--- src/rtl/cam_match_sequencer.sv ---
// cam_match_sequencer
//   Captures a CAM match-line vector and walks it lowest index first, emitting
//   one mux-select beat per matching entry. A search with no match produces a
//   single miss beat (hit_o=0, last_o=1).
//
//   Handshakes (both sides): a transfer happens on a rising clk edge where
//   valid and ready are both high. A producer holds its payload stable while
//   valid is high and ready is low; valid is never withdrawn before transfer.
//
//   Optional build macro: CAM_MATCH_COUNT_EN adds match_count_o, the popcount
//   of the captured vector, registered at capture and cleared by flush/reset.
module cam_match_sequencer #(
  parameter int ENTRIES = 32,
  parameter int IDX_W   = 5,
  parameter int CNT_W   = 6
) (
  input  logic               clk,
  input  logic               rst_n,
  input  logic               match_valid_i,
  output logic               match_ready_o,
  input  logic [ENTRIES-1:0] match_i,
  input  logic               flush_i,
  output logic               sel_valid_o,
  input  logic               sel_ready_i,
  output logic [IDX_W-1:0]   select_o,
  output logic               hit_o,
  output logic               last_o
`ifdef CAM_MATCH_COUNT_EN
  ,
  output logic [CNT_W-1:0]   match_count_o
`endif
);

  typedef enum logic {
    ST_IDLE = 1'b0,
    ST_EMIT = 1'b1
  } state_t;

  // Current FSM state; kept as a named enum so checkers can bind to it.
  state_t             state;
  logic [ENTRIES-1:0] pending;

  // Beat source: the incoming vector at capture, or pending with its lowest
  // set bit removed when a non-final beat is accepted.
  logic [ENTRIES-1:0] pending_cleared;
  logic [ENTRIES-1:0] beat_src;

  // Index of the lowest set bit; 0 when the vector is empty.
  function automatic logic [IDX_W-1:0] lowest_idx(input logic [ENTRIES-1:0] v);
    logic [IDX_W-1:0] idx;
    idx = '0;
    for (int k = ENTRIES - 1; k >= 0; k--) begin
      if (v[k]) idx = IDX_W'(k);
    end
    return idx;
  endfunction

  // True when zero or one bit is set: the beat built from v is the final one.
  function automatic logic at_most_one(input logic [ENTRIES-1:0] v);
    return (v & (v - ENTRIES'(1))) == '0;
  endfunction

`ifdef CAM_MATCH_COUNT_EN
  function automatic logic [CNT_W-1:0] pop_count(input logic [ENTRIES-1:0] v);
    logic [CNT_W-1:0] n;
    n = '0;
    for (int k = 0; k < ENTRIES; k++) begin
      n = n + CNT_W'(v[k]);
    end
    return n;
  endfunction
`endif

  // Select the vector the next beat's registered outputs are derived from.
  always_comb begin
    pending_cleared = pending & (pending - ENTRIES'(1));
    beat_src        = (state == ST_IDLE) ? match_i : pending_cleared;
  end

  // Sequencer FSM with registered handshake and beat outputs.
  always_ff @(posedge clk or negedge rst_n) begin
    if (!rst_n) begin
      state         <= ST_IDLE;
      pending       <= '0;
      match_ready_o <= 1'b1;
      sel_valid_o   <= 1'b0;
      select_o      <= '0;
      hit_o         <= 1'b0;
      last_o        <= 1'b0;
`ifdef CAM_MATCH_COUNT_EN
      match_count_o <= '0;
`endif
    end else if (flush_i) begin
      // Abort wins over everything, including a capture or an accepted beat.
      state         <= ST_IDLE;
      pending       <= '0;
      match_ready_o <= 1'b1;
      sel_valid_o   <= 1'b0;
      select_o      <= '0;
      hit_o         <= 1'b0;
      last_o        <= 1'b0;
`ifdef CAM_MATCH_COUNT_EN
      match_count_o <= '0;
`endif
    end else begin
      case (state)
        ST_IDLE: begin
          if (match_valid_i) begin
            state         <= ST_EMIT;
            pending       <= match_i;
            match_ready_o <= 1'b0;
            sel_valid_o   <= 1'b1;
            select_o      <= lowest_idx(beat_src);
            hit_o         <= |beat_src;
            last_o        <= at_most_one(beat_src);
`ifdef CAM_MATCH_COUNT_EN
            match_count_o <= pop_count(match_i);
`endif
          end
        end
        ST_EMIT: begin
          if (sel_ready_i) begin
            if (last_o) begin
              // Final beat taken; one IDLE cycle always separates searches.
              state         <= ST_IDLE;
              pending       <= '0;
              match_ready_o <= 1'b1;
              sel_valid_o   <= 1'b0;
              select_o      <= '0;
              hit_o         <= 1'b0;
              last_o        <= 1'b0;
            end else begin
              pending  <= pending_cleared;
              select_o <= lowest_idx(beat_src);
              hit_o    <= 1'b1;
              last_o   <= at_most_one(beat_src);
            end
          end
        end
        default: begin
          state <= ST_IDLE;
        end
      endcase
    end
  end

endmodule

--- config.mk ---
export PLATFORM = sky130hd
export DESIGN_NAME = cam_match_sequencer
export DESIGN_NICKNAME = d
export VERILOG_FILES = /design/src/rtl/cam_match_sequencer.sv
export SDC_FILE = /design/constraint.sdc
export NUM_CORES = 1
export LEC_CHECK = 0
export ABC_AREA = 1
export CELL_PAD_IN_SITES_DETAIL_PLACEMENT = 1
export CELL_PAD_IN_SITES_GLOBAL_PLACEMENT = 1
export CORE_UTILIZATION = 40
export CTS_CLUSTER_SIZE = 14
export DETAILED_ROUTE_END_ITERATION = 8
export HOLD_SLACK_MARGIN = 0.1
export PLACE_DENSITY = 0.81
export SETUP_SLACK_MARGIN = 0.02
export SLEW_MARGIN = 30
export SYNTH_ARGS = -nofsm -noshare
export SYNTH_HDL_FRONTEND = slang
export SYNTH_SLANG_ARGS = --single-unit
export TNS_END_PERCENT = 10
--- constraint.sdc ---
create_clock -name clk -period 3.48 [get_ports clk]
set_input_delay 1.044 -clock clk [delete_from_list [all_inputs] [get_ports clk]]
set_output_delay 1.044 -clock clk [all_outputs]
set_load 0.02 [all_outputs]
-- After elaboration in Yosys (flattened, before gate mapping)
Cells that the tools add are included.
- bits in registers: 42
- latch bits: 0
- RAM bits: 0
- bits in read-only memories: 0
- input bits: 37
- output and inout bits: 9
- word-level logic and storage cells: 86
- memories kept: 0
- $add $sub $neg: 2
- multiply operators: 0
- div/mod/pow operators: 0
- $lt $le $gt $ge: 0
- equality and inequality tests: 3
- shift operators: 0
- muxes and demuxes: 67
- bitwise logic cells: 3
- reductions and logical operators: 4
- operator list (kind ; count):
    2-to-1 mux 5 bit ; 36
    2-to-1 mux 32 bit ; 5
    AND 32 bit ; 2
    case mux 32 bit (2 select lines) ; 1
    subtractor 32 x 1 -> 32 bit, second input constant ; 2
    logical NOT 32 bit ; 1
    OR reduction 32 bit ; 1
    2-to-1 mux 1 bit ; 19
    case mux 1 bit (2 select lines) ; 5
    case mux 5 bit (2 select lines) ; 1
    inequality test 3 bit, second input constant ; 3
    AND reduction 3 bit ; 1
    AND reduction 2 bit ; 1
    inverter 1 bit ; 1

-- Longest topological paths before layout
Gate-level depths: netlist of run 1.
- word-level depth: 39
- depth in mapped cells: 37
- gate-level depth less buffers: 37

-- Least setup slack after synthesis of run 1
Ideal clock, no wire load.
- path type: input port to flip-flop
- start: input port match_i[1]
- end: register last_o
- setup time: 0.083 ns
- arrival: 2.782 ns
- required time: 3.397 ns
- path slack: 0.615 ns
- stages on the path: 19
- buffers on the path: 0
- cell sequence: nand2_2 -> nand2_2 -> nor2_1 -> inv_1 -> nor2_4 -> nand2_1 -> nor2_2 -> nand2_2 -> nor2_2 -> nand4_1 -> nor2_2 -> nand2_2 -> inv_2 -> nand3_2 -> nor3_1 -> o21ai_1 -> nor3_2 -> nand3_1 -> o21ai_0
- cells in the longest elaborated chain, start to end: 8
- elaborated cells on any way between the ends: 9
- classes of those cells: add/sub: 1; mux: 6; bitwise: 1; reduce/logical: 1
- ends and longest elaborated chain (element ; RTL line ; text):
    start: declaration ; 21 ; input logic [ENTRIES-1:0] match_i,
    2-to-1 mux 32 bit (*) ; 77 ; beat_src = (state == ST_IDLE) ? match_i : pending_cleared;
    subtractor 32 x 1 -> 32 bit ; 60 ; return (v & (v - ENTRIES'(1))) == '0;
    AND 32 bit (*) ; 60 ;
    logical NOT 32 bit (*) ; 60 ;
    2-to-1 mux 1 bit ; 123 ; if (last_o) begin
    2-to-1 mux 1 bit ; 122 ; if (sel_ready_i) begin
    case mux 1 bit (2 select lines) (*) ; 106 ; case (state)
    2-to-1 mux 1 bit (*) ; 93 ; end else if (flush_i) begin
    end signal: assignment ; 115 ; last_o <= at_most_one(beat_src);
    end signal: assignment ; 136 ; last_o <= at_most_one(beat_src);
    end: declaration ; 27 ; output logic last_o
Mark *: on every way between the ends. The rest lies on a longest branch, timed or not. The select of a mux whose other input is x is not followed.
A chain may end at the register's enable or synchronous reset.

-- Final worst setup path of run 1
- start: input port flush_i
- end: register last_o
- cells in the longest elaborated chain, start to end: 2
- elaborated cells on any way between the ends: 4
- classes of those cells: eq/ne: 2; mux: 1; reduce/logical: 1
- ends and longest elaborated chain (element ; RTL line ; text):
    start: declaration ; 22 ; input logic flush_i,
    inequality test 3 bit (no source line) ; - ;
    AND reduction 2 bit (no source line) ; - ;
Parallel ways exist; a longest one is shown, timed or not.

==> impl_results.md, run 1 <==
- Run status: finished clean
- CTS max path bufs: 2
- CTS Buf Count: 5
- Max FO, Critical Path: 2
- Fmax: 307 MHz
- CTS tree: built
- Crit share post-route: 0.937
- Layout cells sized above 1: 0.228
- Die W: about 97 microns
- Setup_tns: 0 ns
- Slew HR: 0.469
- Final setup vio count: 0
- Worst-skew pair later-pin latency: 0.31 ns
- DRC viols: 0
- Yosys reg bits: between 40 and 50
- Clock Skew: slightly below 0.008 ns
- Sequential element share of the synthesized area: 0.292
- I/O Buffers: 45
- Worst-path clk slew: 0.10 ns
- First drt pass iteration count: 4
- Data arrival time of the critical path: between 3 and 4 ns
- Min Tclk post-route: about 3.3 ns
- Number of max-cap violations: 0
- Sequential power share: 0.345
- Rows: 34
- Starting DRT DRC Count: between 100 and 150
- Yosys Warn Count: 0
- Vias per cell: around 5.5
- Clock Power Share: 0.264
- Max H-tree Level: 2
- Sw power: 645 uW
- Vias in the first global route: 4159
- Most frequent cells in the layout: nand2_1, nor2_1, inv_1
- Largest net degree at the start of global routing: 43
- Comb pwr share: 0.391
- GRT Resource Usage Total: 0.272
- Initial core utilization: 0.413
- Max Slew Vio Count: 0
- Critical path endpoint category: flip-flop
- Hold Violations, Final: 0
- DR vias: between 3000 and 4000
- Synthesized area per cell: ~7 sq um
- Data required time of the worst path: 3.71 ns
- Slack of the critical path: 0.219 ns
- Area Growth Syn to Fin: 26.0%
- Core Region: around 0.0087 sq mm
- Fillers: around 1200
- Post-route cell area: about 0.0045 sq mm
- Sw Share: 0.400
- Initial antenna violation count: 0
- Die area: 0.00938 sq mm
- EDFF count, synth: 0
- Post-route ant nets: 0
- Diodes inserted: 0
- Num ports: 46
- Post-DP HPWL: about 9600 microns
- Cell Int Power: 967 uW
- Grt total ovfl: 0
- Hold WS: between 0.4 and 0.5 ns
- Placed cell areas: ~0.0043 sq mm
- Final WL: roughly 13000 microns
- Top_reg_cell synth: dfrtp_1
- Syn nets: roughly 560
- Commonest non-fill, non-tap cell in the layout: nand2_1
- CP startpoint kind: input port
- NumNets Final: roughly 640
- Root Buffer: clkbuf_8
- DR WL/cell: ~18 microns
- Leakage power: 2.09 nW
- Min-Delay Path Class: reg -> reg
- Synthesized instance count: roughly 530
- Clk sinks: 42
- Setup WS pre-CTS: -0.167 ns
- Setup CP Type: in -> reg
- Synth Cell Area: about 0.0036 sq mm
- Slew @ Worst Pin: 0.790 ns
- Peak supply drop: between 0.15 and 0.2 mV
- Async SR Flop Fraction: 1.00
- Final GP Congestion: approximately 0.9
- Post-synth cell types: 49
- PD cells: about 360 mW/mm^2
- Die Span Y: 96.8 microns
- First-pass GRT wire length: around 21000 microns
[power groups by stage]
stage	logic (mW)	registers, mW	clock network [mW]
after floorplan	0.378	0.564	0
after global placement	0.582	0.563	0
final	0.630	0.557	0.425
after CTS	0.604	0.556	0.428
after global routing	0.688	0.562	0.444
after detailed placement	0.600	0.565	0
[registers in the layout (all words and copies together) (netlist names)]
register	count
hit_o	1
sel_valid_o	1
pending	32
match_ready_o	1
state	1
select_o	5
last_o	1
[routing by layer]
metal / up-vias / part of all wire / track usage / wire [microns]
li1: 1880 / - / - / -
met1: 1902 / 0.45 / 0.353 / 5770
met2: 70 / 0.50 / 0.472 / 6430
met3: 18 / 0.029 / 0.0296 / 365
met4: 0 / 0.017 / 0.0861 / 221
met5: - / 0 / 0 / 0
[through the flow]
stage / util / total power, mW / std cells
3_5_place_dp: 0.492 / 1.17 / 692
4_1_cts: 0.505 / 1.59 / 700
3_3_place_gp: 0.492 / 1.14 / 692
6_report: 0.520 / 1.61 / 708
2_1_floorplan: - / 0.943 / 526
5_1_grt: 0.520 / 1.69 / 708
[final cells by class]
type / count / area (sq um) / share of cell area
Multi-Input combinational cell: 397 / 2210 / 0.488
Sequential cell: 42 / 1050 / 0.232
Timing Repair Buffer: 82 / 753 / 0.166
Inverter: 71 / 267 / 0.0588
Tap cell: 108 / 135 / 0.0298
Clock buffer: 5 / 68.8 / 0.0152
Clock inverter: 3 / 45.0 / 0.00993
[cell families (layout without fill, tap and decap cells)]
kind of cell           count (synthesis)  in the layout  share of synthesized area
AO/OA/AOI/OAI                        103            103                      0.210
AND/OR/NAND/NOR                      294            294                      0.390
buffers and inverters                 87            161                      0.107
flip-flops                            42             42                      0.292
[critical path: stages]
cell,delay (ns)
clkdlybuf4s50_1,0.50
nor2_8,0.15
inv_2,0.05
nor2_4,0.08
o211ai_1,0.09
a21oi_1,0.14
o211ai_1,0.13
a211oi_2,0.20
nand3_1,0.13
a2111oi_2,0.30
o2111ai_1,0.17
nor4_1,0.29
nand3_1,0.12
o21ai_1,0.10
[cell usage after synthesis (2+ instances only)]
library cell	count	area share
a211oi_1	2	0.0042
o31ai_1	13	0.027
a31oi_1	5	0.0087
nor2_4	7	0.022
nand3_1	32	0.045
nand2_2	11	0.019
inv_1	56	0.058
and2_2	4	0.0083
nor2_1	56	0.058
nand2_4	2	0.0063
a32o_1	13	0.036
o21ai_0	33	0.046
and2_1	3	0.0052
nor2_2	20	0.035
inv_2	15	0.016
clkbuf_1	7	0.0073
nand3_2	2	0.0056
nor3_1	6	0.0083
nand2_1	139	0.14
o31ai_2	3	0.010
o2111ai_1	2	0.0049
o22ai_1	2	0.0035
dfrtp_1	41	0.29
nor3_2	4	0.011
nand4_1	2	0.0035
a21oi_4	2	0.0090
buf_6	6	0.019
o211ai_1	4	0.0083
nor4_1	3	0.0052
a21oi_1	11	0.015
o21ai_1	2	0.0028
[final timing paths]
kind	start	endpoint	slack [ns]	cells after the start
max	flush_i	last_o	0.22	14
min	select_o[0]	select_o[0]	0.50	2
max reg2reg	pending[14]	select_o[0]	0.23	36
min reg2reg	select_o[0]	select_o[0]	0.50	2
max in group asynchronous	rst_n	pending[6]	2.34	1
min in group asynchronous	rst_n	pending[14]	0.74	1
[timing repair]
action                                  CTS  global route
setup buffers                             0             8
gates resized for setup                   0            23
endpoints found under the setup margin    0             2
hold buffers                              0             0
No activity file was read; power rests on OpenSTA's default activity.
==> run 2, diff against run 1 <==
Settings changed: CORE_UTILIZATION 40 to 36, PLACE_DENSITY 0.81 to 0.77.
Clock period 3.48 ns to 3 ns, I/O delays scaled along.
==> impl_results.md, run 2 (same netlist as run 1, synthesis figures left out) <==
- Run status: finished, violations left
- Failing checks: setup timing
- Worst-skew pair later-pin latency: around 0.32 ns
- Initial core utilization: 0.370
- Final GP Congestion: around 0.93
- CP max stage delay: 0.44 ns
- Sw power: ~840 uW
- Crit path max-delay cell type: dfrtp_1
- Die area: a little over 0.01 sq mm
- Initial antenna violation count: 0
- Grt total ovfl: 0
- Slew @ Worst Pin: approximately 0.74 ns
- GRT Resource Usage Total: 0.303
- Area Growth Syn to Fin: 49.1%
- Root Buffer: clkbuf_8
- Hold WS: around 0.49 ns
- Die Span Y: roughly 100 microns
- Diodes inserted: 0
- Min Tclk post-route: approximately 3.0 ns
- Critical path endpoint category: flip-flop
- Total power: 2.21 mW
- I/O Buffers: 45
- First drt pass iteration count: 4
- Data arrival time of the critical path: 3.31 ns
- Final WL: around 15000 microns
- NumNets Final: just over 700
- Sequential power share: 0.294
- Max H-tree Level: 2
- Hold Violations, Final: 0
- Clock Power Share: 0.271
- Post-route cell area: 0.00537 sq mm
- Peak supply drop: 0.196 mV
- Commonest non-fill, non-tap cell in the layout: nand2_1
- Worst-path clk slew: ~0.10 ns
- Crit share post-route: 1.01
- Max FFs per register: 32
- Leakage power: roughly 2.5 nW
- Clk sinks: 42
- Most frequent cells in the layout: nand2_1, buf_4, inv_1
- CTS max path bufs: 2
- First-pass GRT wire length: approximately 24000 microns
- Comb pwr share: 0.435
- Worst path most repeated cell: nand2_1
- Final setup vio count: 2
- CTS tree: built
- Clock Skew: roughly 0.011 ns
- DRC viols: 0
- Slew HR: 0.507
- Top reg by flops: pending
- Sw Share: 0.380
- Max FO, Critical Path: 4
- Cell Int Power: around 1.4 mW
- Vias in the first global route: about 5000
- Post-route ant nets: 0
- DR WL/cell: 18.4 microns
- PD cells: between 400 and 500 mW/mm^2
- CTS Buf Count: 5
- Starting DRT DRC Count: roughly 170
- Core Region: slightly below 0.01 sq mm
- RSZ-0062 raised after global routing: yes
- Rows: 36
- Post-DP HPWL: 10600 microns
- Num ports: 46
- Fmax: approximately 330 MHz
- Layout cells sized above 1: 0.366
- Slack of the critical path: -0.0430 ns
- Min-Delay Path Class: reg -> reg
- Largest net degree at the start of global routing: 43
- Die W: around 100 microns
- Fillers: 1271
- Placed cell areas: around 0.0049 sq mm
- Number of max-cap violations: 0
- Setup CP Type: reg -> reg
- CP startpoint kind: flip-flop
- Data required time of the worst path: between 3 and 4 ns
- Vias per cell: between 5 and 6
- Biggest regs: pending (32), select_o (5)
- DR vias: approximately 4400
- Max Slew Vio Count: 0
[run 2: cell count changes in the layout (fill, tap and decap cells not counted), moves of 3 or more]
| cell | change |
|---|---|
| buf_4 | +74 |
| nor2_1 | -19 |
| nor2_2 | +11 |
| nor2_4 | +8 |
| dlygate4sd2_1 | +7 |
| dlymetal6s2s_1 | -6 |
| o21ai_0 | -6 |
| nand2_1 | -5 |
| o21ai_1 | +4 |
| nand2_2 | +3 |
[run 2: repair_timing]
| action | 4_1_cts | 5_1_grt |
|---|---|---|
| pin swaps | 28 | 6 |
| hold buffers | 0 | 0 |
| gates resized for setup | 55 | 23 |
| gates cloned | 0 | 0 |
| setup buffers | 9 | 0 |
| endpoints found under the setup margin | 3 | 4 |
[run 2: cell type report]
cell class / count / area [sq um] / share of cell area
flip-flops and latches: 42 / 1050 / 0.196
inverters: 71 / 269 / 0.0501
multi-input cells: 397 / 2390 / 0.446
clock inverters: 2 / 60.1 / 0.0112
clock buffers: 6 / 82.6 / 0.0154
repair buffers: 160 / 1340 / 0.250
well taps: 133 / 166 / 0.0310
[run 2: path summary, 6_finish.rpt]
| check | start | to | slack, ns | depth (start not counted) |
|---|---|---|---|---|
| setup / recovery | pending[13] | select_o[0] | -0.04 | 37 |
| hold / removal | select_o[0] | select_o[0] | 0.49 | 2 |
| setup reg to reg | pending[13] | select_o[0] | -0.04 | 37 |
| hold reg to reg | select_o[0] | select_o[0] | 0.49 | 2 |
| max in group asynchronous | rst_n | match_ready_o | 2.17 | 2 |
| min in group asynchronous | rst_n | pending[24] | 0.56 | 2 |
[run 2: per-layer routing]
metal | GRT usage | vias to the layer above | part of all wire
met5 | 0 | - | 0
met4 | 0.159 | 0 | 0.041
met3 | 0.0438 | 49 | 0.039
met2 | 0.566 | 120 | 0.53
met1 | 0.329 | 2202 | 0.39
li1 | - | 2032 | -
[run 2: power groups by stage]
stage	combinational, mW	clock [mW]	sequential [mW]
floorplan	0.439	0	0.655
global placement	0.817	0	0.650
detailed placement	0.849	0	0.653
CTS	0.925	0.605	0.644
global route	1.03	0.625	0.653
finish	0.959	0.599	0.648
[run 2: worst max-delay path: cells and delay by family, from the launching register on]
kind | cells | cell delay [ns]
AND/OR/NAND/NOR | 37 | 2.55
flip-flops | 1 | 0.44
[run 2: through the flow]
stage	setup WS [ns]	util	TNS [ns]	instances
6_report	-0.0430	0.551	-0.0682	811
3_3_place_gp	-0.318	0.506	-0.663	794
2_1_floorplan	0.279	-	0	526
4_1_cts	0.0117	0.545	0	811
5_1_grt	-0.351	0.551	-0.718	811
3_5_place_dp	-0.418	0.506	-0.869	794
